==> src/rtl/fila_pkg.sv <==
// Shared types and constants for the byte-queue front-end arbiter.
package fila_pkg;

    localparam int unsigned FILA_DW          = 8;
    localparam int unsigned FILA_DEPTH       = 8;
    localparam int unsigned FILA_ALMOST_FULL = 6;

    // Three-bit state encoding kept as plain constants for the legacy netlist flow.
    typedef logic [2:0] state_t;
    localparam state_t IDLE     = 3'd0;
    localparam state_t ENQ      = 3'd1;
    localparam state_t WAIT_ENQ = 3'd2;
    localparam state_t DEQ      = 3'd3;
    localparam state_t WAIT_DEQ = 3'd4;

    typedef enum logic {
        OP_ENQ = 1'b0,
        OP_DEQ = 1'b1
    } op_t;

endpackage

==> src/rtl/fila_arbiter_rr_arbiter2.sv <==
// Two-way round-robin grant; the priority pointer moves only when load is high.
module rr_arbiter2 (
    input  logic clock_10khz,
    input  logic reset,
    input  logic req_a,
    input  logic req_b,
    input  logic load,
    input  logic granted_b,
    output logic grant_b_c
);

    logic prio_b;

    // After a completed grant the other requester gets priority.
    always_ff @(posedge clock_10khz or posedge reset) begin
        if (reset) begin
            prio_b <= 1'b0;
        end else if (load) begin
            prio_b <= ~granted_b;
        end
    end

    assign grant_b_c = req_b & (~req_a | prio_b);

endmodule

==> src/rtl/fila_arbiter.sv <==
// Shares the 8-deep byte queue between producers A/B and one consumer,
// spacing command pulses three cycles apart and tracking occupancy.
module fila_arbiter
    import fila_pkg::*;
#(
    parameter int unsigned DEPTH       = FILA_DEPTH,
    parameter int unsigned ALMOST_FULL = FILA_ALMOST_FULL
) (
    input  logic               clock_10khz,
    input  logic               reset,
    input  logic [FILA_DW-1:0] a_data_in,
    input  logic               a_valid_in,
    output logic               a_ready_out,
    input  logic [FILA_DW-1:0] b_data_in,
    input  logic               b_valid_in,
    output logic               b_ready_out,
    input  logic               deq_req_in,
    output logic [FILA_DW-1:0] deq_data_out,
    output logic               deq_valid_out,
    output logic [FILA_DW-1:0] q_data_out,
    output logic               q_enqueue_out,
    output logic               q_dequeue_out,
    input  logic [FILA_DW-1:0] q_len_in,
    input  logic [FILA_DW-1:0] q_data_in,
    output logic               almost_full_out,
    output logic               err_out
);

    state_t             state_q, state_d;
    op_t                last_op_q, last_op_d;
    logic               grant_b_q, grant_b_d;
    logic [FILA_DW-1:0] shadow_q, shadow_d;

    logic               a_ready_d, b_ready_d;
    logic               q_enqueue_d, q_dequeue_d;
    logic [FILA_DW-1:0] q_data_d, deq_data_d;
    logic               deq_valid_d, almost_full_d, err_d;

    logic               grant_b_c;
    logic               rr_load_c;
    logic               enq_ok_c, deq_ok_c;

    assign enq_ok_c  = (a_valid_in | b_valid_in) & (q_len_in < FILA_DW'(DEPTH));
    assign deq_ok_c  = deq_req_in & (q_len_in != '0);
    assign rr_load_c = (state_q == ENQ);

    rr_arbiter2 u_rr (
        .clock_10khz (clock_10khz),
        .reset       (reset),
        .req_a       (a_valid_in),
        .req_b       (b_valid_in),
        .load        (rr_load_c),
        .granted_b   (grant_b_q),
        .grant_b_c   (grant_b_c)
    );

    // State and registered outputs.
    always_ff @(posedge clock_10khz or posedge reset) begin
        if (reset) begin
            state_q         <= IDLE;
            last_op_q       <= OP_DEQ;
            grant_b_q       <= 1'b0;
            shadow_q        <= '0;
            a_ready_out     <= 1'b0;
            b_ready_out     <= 1'b0;
            q_enqueue_out   <= 1'b0;
            q_dequeue_out   <= 1'b0;
            q_data_out      <= '0;
            deq_data_out    <= '0;
            deq_valid_out   <= 1'b0;
            almost_full_out <= 1'b0;
            err_out         <= 1'b0;
        end else begin
            state_q         <= state_d;
            last_op_q       <= last_op_d;
            grant_b_q       <= grant_b_d;
            shadow_q        <= shadow_d;
            a_ready_out     <= a_ready_d;
            b_ready_out     <= b_ready_d;
            q_enqueue_out   <= q_enqueue_d;
            q_dequeue_out   <= q_dequeue_d;
            q_data_out      <= q_data_d;
            deq_data_out    <= deq_data_d;
            deq_valid_out   <= deq_valid_d;
            almost_full_out <= almost_full_d;
            err_out         <= err_d;
        end
    end

    // Next state; command outputs are decoded one cycle early so they are flops.
    always_comb begin
        state_d       = state_q;
        last_op_d     = last_op_q;
        grant_b_d     = grant_b_q;
        shadow_d      = shadow_q;
        a_ready_d     = 1'b0;
        b_ready_d     = 1'b0;
        q_enqueue_d   = 1'b0;
        q_dequeue_d   = 1'b0;
        q_data_d      = '0;
        deq_data_d    = deq_data_out;
        deq_valid_d   = 1'b0;
        almost_full_d = almost_full_out;
        err_d         = err_out;

        case (state_q)
            IDLE: begin
                almost_full_d = (q_len_in >= FILA_DW'(ALMOST_FULL));
                if (q_len_in != shadow_q) begin
                    err_d = 1'b1;
                end
                if (enq_ok_c && (!deq_ok_c || last_op_q == OP_DEQ)) begin
                    state_d     = ENQ;
                    grant_b_d   = grant_b_c;
                    q_enqueue_d = 1'b1;
                    a_ready_d   = ~grant_b_c;
                    b_ready_d   = grant_b_c;
                    q_data_d    = grant_b_c ? b_data_in : a_data_in;
                end else if (deq_ok_c) begin
                    state_d     = DEQ;
                    q_dequeue_d = 1'b1;
                end
            end
            ENQ: begin
                state_d = WAIT_ENQ;
            end
            WAIT_ENQ: begin
                state_d   = IDLE;
                last_op_d = OP_ENQ;
                if (shadow_q < FILA_DW'(DEPTH)) begin
                    shadow_d = shadow_q + 8'd1;
                end
            end
            DEQ: begin
                state_d = WAIT_DEQ;
            end
            WAIT_DEQ: begin
                state_d     = IDLE;
                last_op_d   = OP_DEQ;
                deq_data_d  = q_data_in;
                deq_valid_d = 1'b1;
                if (shadow_q != '0) begin
                    shadow_d = shadow_q - 8'd1;
                end
            end
            default: begin
                state_d = IDLE;
            end
        endcase
    end

endmodule

==> config.mk <==
export PLATFORM = sky130hd
export DESIGN_NAME = fila_arbiter
export DESIGN_NICKNAME = d
export VERILOG_FILES = /design/src/rtl/fila_pkg.sv /design/src/rtl/fila_arbiter_rr_arbiter2.sv /design/src/rtl/fila_arbiter.sv
export SDC_FILE = /design/constraint.sdc
export NUM_CORES = 1
export LEC_CHECK = 0
export CAP_MARGIN = 15
export CORE_UTILIZATION = 41
export DETAILED_ROUTE_END_ITERATION = 12
export GPL_TIMING_DRIVEN = 0
export PLACE_DENSITY_LB_ADDON = 0.3
export SLEW_MARGIN = 15
export SYNTH_ARGS = -nofsm -noshare
export SYNTH_HDL_FRONTEND = slang
export SYNTH_SLANG_ARGS = --single-unit
==> constraint.sdc <==
create_clock -name clock_10khz -period 4.2 [get_ports clock_10khz]
set_input_delay 0.42 -clock clock_10khz [delete_from_list [all_inputs] [get_ports clock_10khz]]
set_output_delay 0.42 -clock clock_10khz [all_outputs]
set_load 0.005 [all_outputs]
After elaboration in Yosys (flattened, before gate mapping)

Cells that the tools add are included.

$add $sub $neg: 2
Bitwise gates (word level): 8
Multiplexer cells: 20
Reduce and logical (&&, ||, !) cells: 10
Eq/ne operators: 8
$lt $le $gt $ge: 3

Operators with widths:

| cell                  | number |
|---|---|
| $mux W8               | 5 |
| $lt A8 B4 Y1 const B  | 2 |
| $pmux W8 S2           | 1 |
| $reduce_bool A8 Y1    | 2 |
| $mux W1               | 10 |
| $pmux W3 S3           | 1 |
| $add A8 B1 Y8 const B | 1 |
| $ge A8 B3 Y1 const B  | 1 |
| $ne A8 B8 Y1          | 1 |
| $sub A8 B1 Y8 const B | 1 |
| $eq A3 B2 Y1 const B  | 2 |
| $mux W3               | 2 |
| $ne A2 B2 Y1 const B  | 2 |
| $reduce_and A2 Y1     | 2 |
| $and A1 B1 Y1         | 3 |
| $eq A3 B1 Y1 const B  | 1 |
| $eq A3 B3 Y1 const B  | 1 |
| $logic_not A3 Y1      | 1 |
| $ne A3 B3 Y1 const B  | 1 |
| $not A1 Y1            | 3 |
| $reduce_and A3 Y1     | 1 |
| $or A1 B1 Y1          | 2 |
| $pmux W1 S2           | 1 |
| $reduce_bool A2 Y1    | 1 |
| 3 further kinds       | 3 |

Register bits after elaboration: 37
Output and inout port bits: 23
Word-level logic and storage cells: 65
Input bits: 37

Depth between registers and ports, before layout

Gate-level depths: netlist of the first run.

Depth after elaboration: 7
Mapped depth: 11
Mapped depth without buffers: 8

By module

Synthesis of the first run repeated with hierarchy kept, for this count alone.

Cell total of the unflattened synthesis: 178
Area, all modules: 1,783.0 µm²

By module, submodules not included:

| module       | times used | cells each | seq. area each (µm²) | area each (µm²) |
|---|---|---|---|---|
| fila_arbiter | 1          | 172        | 902.1                | 1,734.2 |
| rr_arbiter2  | 1          | 6          | 25.0                 | 48.8 |

Worst setup path after synthesis of the first run

OpenSTA, ideal clock, no wires.

Path type: flip-flop to flip-flop
Start point: register state_q[0]
End point: register shadow_q[6]
Buffers on the path: 2
Clock period less this slack: 2,764 ps
Data arrival time: 2,685 ps
Required time: 4,121 ps
Setup slack: 1,436 ps
Stages on the path, launching flop included: 11
Library setup time: 79 ps
Path through: dfrtp_1 -> or3b_2 -> clkbuf_1 -> clkbuf_1 -> nand2_1 -> nand2_1 -> ha_1 -> or3_1 -> or4_1 -> a221oi_2 -> xor2_1

Word-level cells in the longest chain between the ends: 3
Elaborated cells between the ends (all ways): 7
Those cells by class: 4 x eq/ne; 1 x mux; 2 x reduce/logical

RTL lines:

| item                                                                | line                | source |
|---|---|---|
| start, declared                                                     | fila_arbiter.sv:29  | `state_t state_q, state_d;` |
| start signal, assigned                                              | fila_arbiter.sv:74  | `state_q <= state_d;` |
| $eq A3 B3 Y1 / $eq A3 B2 Y1 (equally long branches)                 | fila_arbiter.sv:106 | `case (state_q)` |
| $ne A2 B2 Y1 (no line) / $reduce_bool A2 Y1 (equally long branches) | -                   |  |
| $reduce_and A3 Y1 (no line)                                         | -                   |  |
| end signal, assigned                                                | fila_arbiter.sv:77  | `shadow_q <= shadow_d;` |
| end, declared                                                       | fila_arbiter.sv:32  | `logic [FILA_DW-1:0] shadow_q, shadow_d;` |

Parallel ways exist; a longest one is shown, timed or not.
A chain may end at the register's enable or synchronous reset.

Worst setup path after layout of the first run

Same ends and word-level chain as after synthesis.

==> results_dict.tcl, run 1 <==
set metrics [dict create \
    fp.dieW_um 68.2 \
    stdcell_area_um2 2580 \
    hold_viol 0 \
    clockBufferDepth 2 \
    synth-async-reset-ratio_pct 100 \
    max_freq_mhz 330 \
    die_y_um 68.2 \
    drt_iter0_markers 57 \
    setup_tns_ps 0 \
    synth_area_um2 1790 \
    drtAntennaViolNets 0 \
    slowest_delay_ps 480 \
    grt_max_degree 38 \
    start_util_pct 43.9 \
    clock_skew_ps 7.28 \
    post-route-drc-count 0 \
    synth_top_family_by_area "simple AND/OR/NAND/NOR gates" \
    crit_arrival_ps 3250 \
    setup_viol 0 \
    hold_buffers 0 \
    synth_edf_count 0 \
    core.rowCount 23 \
    ir_worst_vdd_mv 0.313 \
    cts_tree "built" \
    grt_pass1_wl_mm 6.11 \
    dr_total_vias 1475 \
    cts.sink_count 37 \
    yosys.area_share.adder_pct 0.697 \
    yosys_warnings 0 \
    path_cells "or3b_2 -> clkbuf_1 -> clkbuf_1 -> nand2_1 -> nand2_1 -> ha_1 -> or3_1 -> or4_1 -> a221oi_2 -> xor2_1" \
    final_cell_mix "59 x clkdlybuf4s50_1, 36 x dfrtp_1, 31 x nand2_1" \
    p_leak_uw 0.00114 \
    num_antenna_cells 0 \
    place_area_um2 2450 \
    critical_path.slowest_cell "or3b_2" \
    dieArea_um2 4640 \
    worstPathRequired_ps 4420 \
    fin_crit_sh_pct 72.2 \
    critPathLaunchType "flop" \
    h-tree-depth 2 \
    avgSynthCellArea_um2 10.3 \
    wirelength_mm 3.68 \
    area_growth_syn_to_layout_pct 43.9 \
    synth.area.mux_share_pct 5.65 \
    hpwl_mm 2.66 \
    cts_resized 0 \
    insertion_delay_ps 290 \
    yosys_most_used_dff "dfrtp_1" \
    globalplace.congestion 0.804 \
    ys_seq_area_share_pct 51.7 \
    grt_pass1_vias 1467 \
    finalMaxSlewViolations 0 \
    hold_path.class "flop to flop" \
    via_per_inst 5.05 \
    design.core.area_um2 4090 \
    grt_usage_pct 17.9 \
    cts_root_buffer "clkbuf_8" \
    p_total_uw 1410 \
    antenna_found_initial 0 \
    synth_compound_area_share_pct 10.7 \
    ys_ff_latch 37 \
    post-cts-setup-buffer-count 0 \
    worstSetupPathType "flop to flop" \
    synth_xor_area_share_pct 6.83 \
    worst_pin_slew_ps 746 \
    wl_per_cell_um 12.6 \
    io_pins 60 \
    p_per_area_nw_per_um2 548 \
    grt_overflow 0 \
    dr.pass1.iters 4 \
    rsz0062_at_grt "no" \
    final_util_pct 63.2 \
    crit_fanout 10 \
    synth_cell_types 39 \
    period_minus_slack_ps 3030 \
    nets 279 \
    setup.worst_path.end_class "flop" \
    synth_cells 175 \
    path_clk_slew_ps 80 \
    syn_nets 213 \
    port-buffer-count 59 \
    drv_cap 0 \
    final_common_cell "clkdlybuf4s50_1" \
    relSlewSlack_pct 50.2 \
    synth-simple-area-share_pct 20.0 \
    status "finished, final reports clean" \
    drive_above_1_share_pct 10.3 \
    cts_buffers 5 \
]
per-layer routing:
metal  track usage, %  wire length, µm
met3             6.67              336
met4             7.55               44
met5                0                0
met1             21.3             1640
met2             28.9             1660
per-stage QoR:
step | cells | hold WS, ps | setup slack, ps
finish | 292 | 456 | 1170
global route | 292 | 485 | 972
CTS | 292 | 462 | 1180
detailed placement | 284 | 452 | 1190
global placement | 284 | 452 | 1220
floorplan | 175 | 436 | 1440
worst max-delay path, delay by kind of cell (launching register included):
kind / cells / cell delay (ps)
compound gates: 1 / 280
xor+xnor: 1 / 160
fa+ha+maj: 1 / 210
buf+inv: 2 / 440
flops: 1 / 470
simple gates: 5 / 1400
worst paths after layout:
kind / startpoint / to / slack [ps] / cells past startpoint
max: state_q[0] / shadow_q[6] / 1170 / 10
max reg2reg: state_q[0] / shadow_q[6] / 1170 / 10
min: grant_b_q / u_rr.prio_b / 460 / 1
max in group asynchronous: reset / grant_b_q / 3130 / 2
min in group asynchronous: reset / shadow_q[1] / 590 / 2
min reg2reg: grant_b_q / u_rr.prio_b / 460 / 1
synth_stat cells (all sizes together) (3+ instances only):
library cell | count | area, µm²
a21oi | 3 | 18.8
nand2 | 31 | 116
o21ai | 7 | 38.8
xnor2 | 8 | 70.1
clkbuf | 8 | 30.0
xor2 | 6 | 52.6
mux2i | 9 | 90.1
a221oi | 5 | 75.1
or4 | 4 | 33.8
nand4 | 5 | 31.3
nor2 | 13 | 48.8
or3 | 3 | 18.8
inv | 5 | 18.8
buf | 4 | 26.3
dfrtp | 36 | 901
layout make-up:
| cell class | count | area [µm²] |
|---|---|---|
| clock buffers | 5 | 68.8 |
| multi-input cells | 120 | 788 |
| flip-flops and latches | 37 | 927 |
| well taps | 50 | 62.6 |
| inverters | 6 | 22.5 |
| clock inverters | 3 | 65.1 |
| plain buffers | 12 | 56.3 |
| repair buffers | 59 | 591 |
| fillers | 366 | 1510 |
power by group:
part	switching, µW	leakage [µW]	internal, µW	total, µW
sequential	60.8	0.000467	458	519
combinational	264	0.000603	269	533
clock	127	0.0000681	236	363
sequential cells by signal, indices dropped and copies added (netlist names), 3 cells and up:
signal and flops:
deq_data_out 8, q_data_out 8, shadow_q 8, state_q 3
cell families (layout without fill, tap and decap cells):
logic type / after synthesis / count (layout)
simple gates: 72 / 72
mux: 10 / 10
compound gates: 23 / 23
fa+ha+maj: 1 / 1
buf+inv: 18 / 85
flops: 37 / 37
xor+xnor: 14 / 14
Note: power is estimated with default switching activity, not from simulation.
==> inputs of run 2 (changes only) <==
clock period = 2.8 ns   (was 4.2 ns; I/O delays follow)
==> run 2 against run 1 <==
  * Final area down 0.19%
  * Hold slack worse by 5.7 ps
  * Count of clock-buffer cells in the layout unchanged
  * Fmax is 16% higher
  * Sequential share of layout area grew 0.070 points
  * Core utilization fell by 0.12 points
  * Critical path type unchanged
  * Largest cell class unchanged
==> results_dict.tcl, run 2 (synthesized netlist as in run 1, its figures left out) <==
set metrics [dict create \
    p_total_uw 2120 \
    num_antenna_cells 0 \
    design.core.area_um2 4090 \
    core.rowCount 23 \
    max_freq_mhz 383 \
    cts_buffers 5 \
    cts.sink_count 37 \
    top_regs "deq_data_out (8), q_data_out (8), shadow_q (8)" \
    dr_total_vias 1472 \
    start_util_pct 43.9 \
    drt_iter0_markers 51 \
    grt_usage_pct 17.9 \
    setup_tns_ps 0 \
    worstPathRequired_ps 3020 \
    cts_tree "built" \
    worstSetupPathType "flop to flop" \
    grt_max_degree 38 \
    final_cells 290 \
    period_minus_slack_ps 2610 \
    nets 277 \
    hold_viol 0 \
    relSlewSlack_pct 50.1 \
    io_pins 60 \
    multiInputGateArea_um2 791 \
    grt_pass1_wl_mm 6.11 \
    wl_per_cell_um 12.6 \
    clock_skew_ps 6.10 \
    drtAntennaViolNets 0 \
    p_leak_uw 0.00114 \
    clockBufferDepth 2 \
    fin_crit_sh_pct 93.2 \
    hpwl_mm 2.66 \
    p_per_area_nw_per_um2 822 \
    worst_pin_slew_ps 747 \
    post-route-drc-count 0 \
    fp.dieW_um 68.2 \
    post-cts-setup-buffer-count 0 \
    area.sequential_um2 927 \
    cts_root_buffer "clkbuf_8" \
    wirelength_mm 3.64 \
    dp.cells 284 \
    grt_overflow 0 \
    final_util_pct 63.0 \
    antenna_found_initial 0 \
    setup.worst_path.end_class "flop" \
    via_per_inst 5.08 \
    finalMaxSlewViolations 0 \
    crit_arrival_ps 2830 \
    nFillCells 364 \
    path_clk_slew_ps 80 \
    final_common_cell "clkdlybuf4s50_1" \
    critPathLaunchType "flop" \
    final_cell_mix "59 x clkdlybuf4s50_1, 36 x dfrtp_1, 31 x nand2_1" \
    dieArea_um2 4640 \
    dr.pass1.iters 4 \
    port-buffer-count 59 \
    area_growth_syn_to_layout_pct 43.6 \
    place_ws_ps -213 \
    setup_viol 0 \
    rsz0062_at_grt "no" \
    grt_pass1_vias 1464 \
    status "finished, final reports clean" \
    drv_cap 0 \
    fin_ws_ps 189 \
    hold_path.class "input port to async pin" \
    h-tree-depth 2 \
    drive_above_1_share_pct 10.4 \
    ir_worst_vdd_mv 0.464 \
    crit_fanout 15 \
    die_y_um 68.2 \
    globalplace.congestion 0.804 \
    insertion_delay_ps 290 \
]
-- run 2: cell count changes in the layout (fill, tap and decap cells not counted), sizes merged --
cell	before	now
clkbuf	13	11
-- run 2: layout make-up --
type | count | share of cell area (%)
Inverter | 6 | 0.874
Buffer | 10 | 1.89
Multi-Input combinational cell | 120 | 30.7
Tap cell | 50 | 2.43
Clock buffer | 5 | 2.67
Timing Repair Buffer | 59 | 22.9
Sequential cell | 37 | 36.0
Clock inverter | 3 | 2.53
-- run 2: metrics by stage --
stage	hold WS, ps	instance area [µm²]
2_1_floorplan	385	1790
3_3_place_gp	452	2450
3_5_place_dp	452	2450
4_1_cts	462	2570
5_1_grt	485	2580
6_report	450	2580
-- run 2: worst paths after layout --
| kind | depth (start not counted) | to | slack (ps) | startpoint |
|---|---|---|---|---|
| max in group asynchronous | 2 | grant_b_q | 1870 | reset |
| min in group clock_10khz | 1 | u_rr.prio_b | 460 | grant_b_q |
| hold / removal | 2 | shadow_q[1] | 450 | reset |
| setup / recovery | 8 | shadow_q[6] | 190 | state_q[0] |
| setup reg to reg | 8 | shadow_q[6] | 190 | state_q[0] |
| hold reg to reg | 1 | u_rr.prio_b | 460 | grant_b_q |
-- run 2: report_power, final --
| group | switching, µW | internal (µW) |
|---|---|---|
| Clock | 188 | 354 |
| Sequential | 91.9 | 687 |
| Combinational | 393 | 404 |
-- run 2: metal layers --
layer	routed length, µm	global-route usage [%]	vias to the layer above
met5	0	0	-
met4	44	7.55	0
met3	336	6.67	5
met2	1650	28.9	48
met1	1620	21.3	689
li1	-	-	730
-- run 2: worst max-delay path, stage by stage (launching register included) --
cell and delay, ps:
dfrtp_1 470, or3b_4 530, nand2_1 100, nand2_1 50, ha_1 210, or3_1 320
or4_1 420, a221oi_2 280, xor2_1 160
-- run 2: what timing repair did --
item | in CTS | in global routing
cloned | 0 | 0
resized for setup | 0 | 1
hold buffers | 0 | 0
setup endpoints to repair | 2 | 2
==> inputs of run 3 (changes only) <==
CAP_MARGIN = 0   (was 15)
DONT_BUFFER_PORTS = 1   (was default)
==> run 3 against run 2 <==
  * Setup slack got worse by 21 ps
  * Final area is 25% lower
  * Global-route usage shrank 0.36 points
  * Cell count is 21% lower
  * Core utilization shrank 16 points
  * Critical endpoint unchanged
  * Highest routed layer unchanged
==> results_dict.tcl, run 3 (synthesized netlist as in run 1, its figures left out) <==
set metrics [dict create \
    status "finished, final reports clean" \
    critPathLaunchType "flop" \
    globalplace.congestion 0.816 \
    cts_tree "built" \
    fin_ws_ps 168 \
    grtUsageMet1_pct 21.7 \
    crit_arrival_ps 2840 \
    finalMaxSlewViolations 0 \
    h-tree-depth 2 \
    drive_above_1_share_pct 12.8 \
    path_cells "or3b_4 -> nand2_1 -> nand2_1 -> ha_1 -> or3_1 -> or4_1 -> a221oi_2 -> xor2_1" \
    max_freq_mhz 380 \
    dr.pass1.iters 4 \
    clock_skew_ps 3.63 \
    use_met3_pct 6.83 \
    fin_crit_sh_pct 94.0 \
    hold_path.class "input port to async pin" \
    post-route-drc-count 0 \
    rsz0062_at_grt "no" \
    slowest_delay_ps 530 \
    start_util_pct 43.9 \
    grt_pass1_wl_mm 5.87 \
    insertion_delay_ps 280 \
    dieArea_um2 4640 \
    wirelength_mm 3.59 \
    final_util_pct 47.4 \
    clockBufferDepth 2 \
    ir_worst_vdd_mv 0.446 \
    hold_viol 0 \
    final_cell_mix "36 x dfrtp_1, 31 x nand2_1, 13 x nor2_1" \
    worstSetupPathType "flop to flop" \
    num_antenna_cells 0 \
    dr_total_vias 1263 \
    die_y_um 68.2 \
    worst_pin_slew_ps 755 \
    fp.dieW_um 68.2 \
    antenna_found_initial 0 \
    wl_per_cell_um 15.6 \
    critical_path.slowest_cell "or3b_4" \
    crit_top_cell "nand2_1" \
    design.core.area_um2 4090 \
    p_leak_uw 0.000889 \
    drt_iter0_markers 74 \
    setup_tns_ps 0 \
    cts.sink_count 37 \
    top_regs "deq_data_out (8), q_data_out (8), shadow_q (8)" \
    hpwl_mm 2.66 \
    worstPathRequired_ps 3010 \
    area_growth_syn_to_layout_pct 8.02 \
    grtUsageMet2_pct 28.1 \
    grt_pass1_vias 1282 \
    drtAntennaViolNets 0 \
    busiest_layer "met2" \
    period_minus_slack_ps 2630 \
    setup.worst_path.end_class "flop" \
    p_per_area_nw_per_um2 917 \
    core.rowCount 23 \
    final_cells 230 \
    place_ws_ps -237 \
    via_per_inst 5.49 \
    relSlewSlack_pct 49.6 \
    path_clk_slew_ps 70 \
    grt_overflow 0 \
    hold_buffers 0 \
    cts_root_buffer "clkbuf_8" \
    cts_buffers 5 \
    crit_fanout 15 \
    setup_viol 0 \
    grt_max_degree 38 \
    io_pins 60 \
    drv_cap 0 \
    port-buffer-count 0 \
    grt_usage_pct 17.6 \
    final_common_cell "dfrtp_1" \
    dp.cells 225 \
    p_total_uw 1780 \
    nets 218 \
]
-- run 3: repair_timing --
action | in CTS | in global routing
setup buffers | 0 | 0
gates resized for setup | 1 | 0
setup endpoints to repair | 2 | 0
-- run 3: routing by layer --
metal,up-vias,share of wire (%)
met3,4,8.0
li1,607,-
met2,46,47
met1,606,44
met4,0,0.72
met5,-,0
-- run 3: area by class of cell --
type	count	area (µm²)
Buffer	10	48.8
Clock buffer	7	86.3
Fill cell	392	2150
Inverter	6	22.5
Multi-Input combinational cell	120	791
Sequential cell	37	927
Tap cell	50	62.6
-- run 3: final timing paths --
path	startpoint	endpoint	slack (ps)	depth (start not counted)
max reg2reg	state_q[0]	shadow_q[6]	170	8
min in group clock_10khz	q_data_in[2]	deq_data_out[2]	110	2
max	state_q[0]	shadow_q[6]	170	8
min	reset	q_data_out[5]	10	1
min reg2reg	grant_b_q	u_rr.prio_b	460	1
max in group asynchronous	reset	q_data_out[2]	2310	1
-- run 3: power breakdown --
group,switching [µW],internal [µW]
combinational,357,250
clock,174,195
sequential,114,688
-- run 3: critical path: cells and delay by family, from the launching register on --
family          cells  cell delay [ps]
xor+xnor            1              170
flops               1              470
fa+ha+maj           1              210
compound gates      1              270
simple gates        5             1430
-- run 3: stage by stage --
stage | instance area [µm²] | hold slack (ps)
floorplan | 1790 | 385
global placement | 1860 | 390
detailed placement | 1860 | 344
CTS | 1940 | 36.9
global route | 1940 | 67.6
finish | 1940 | 14.0
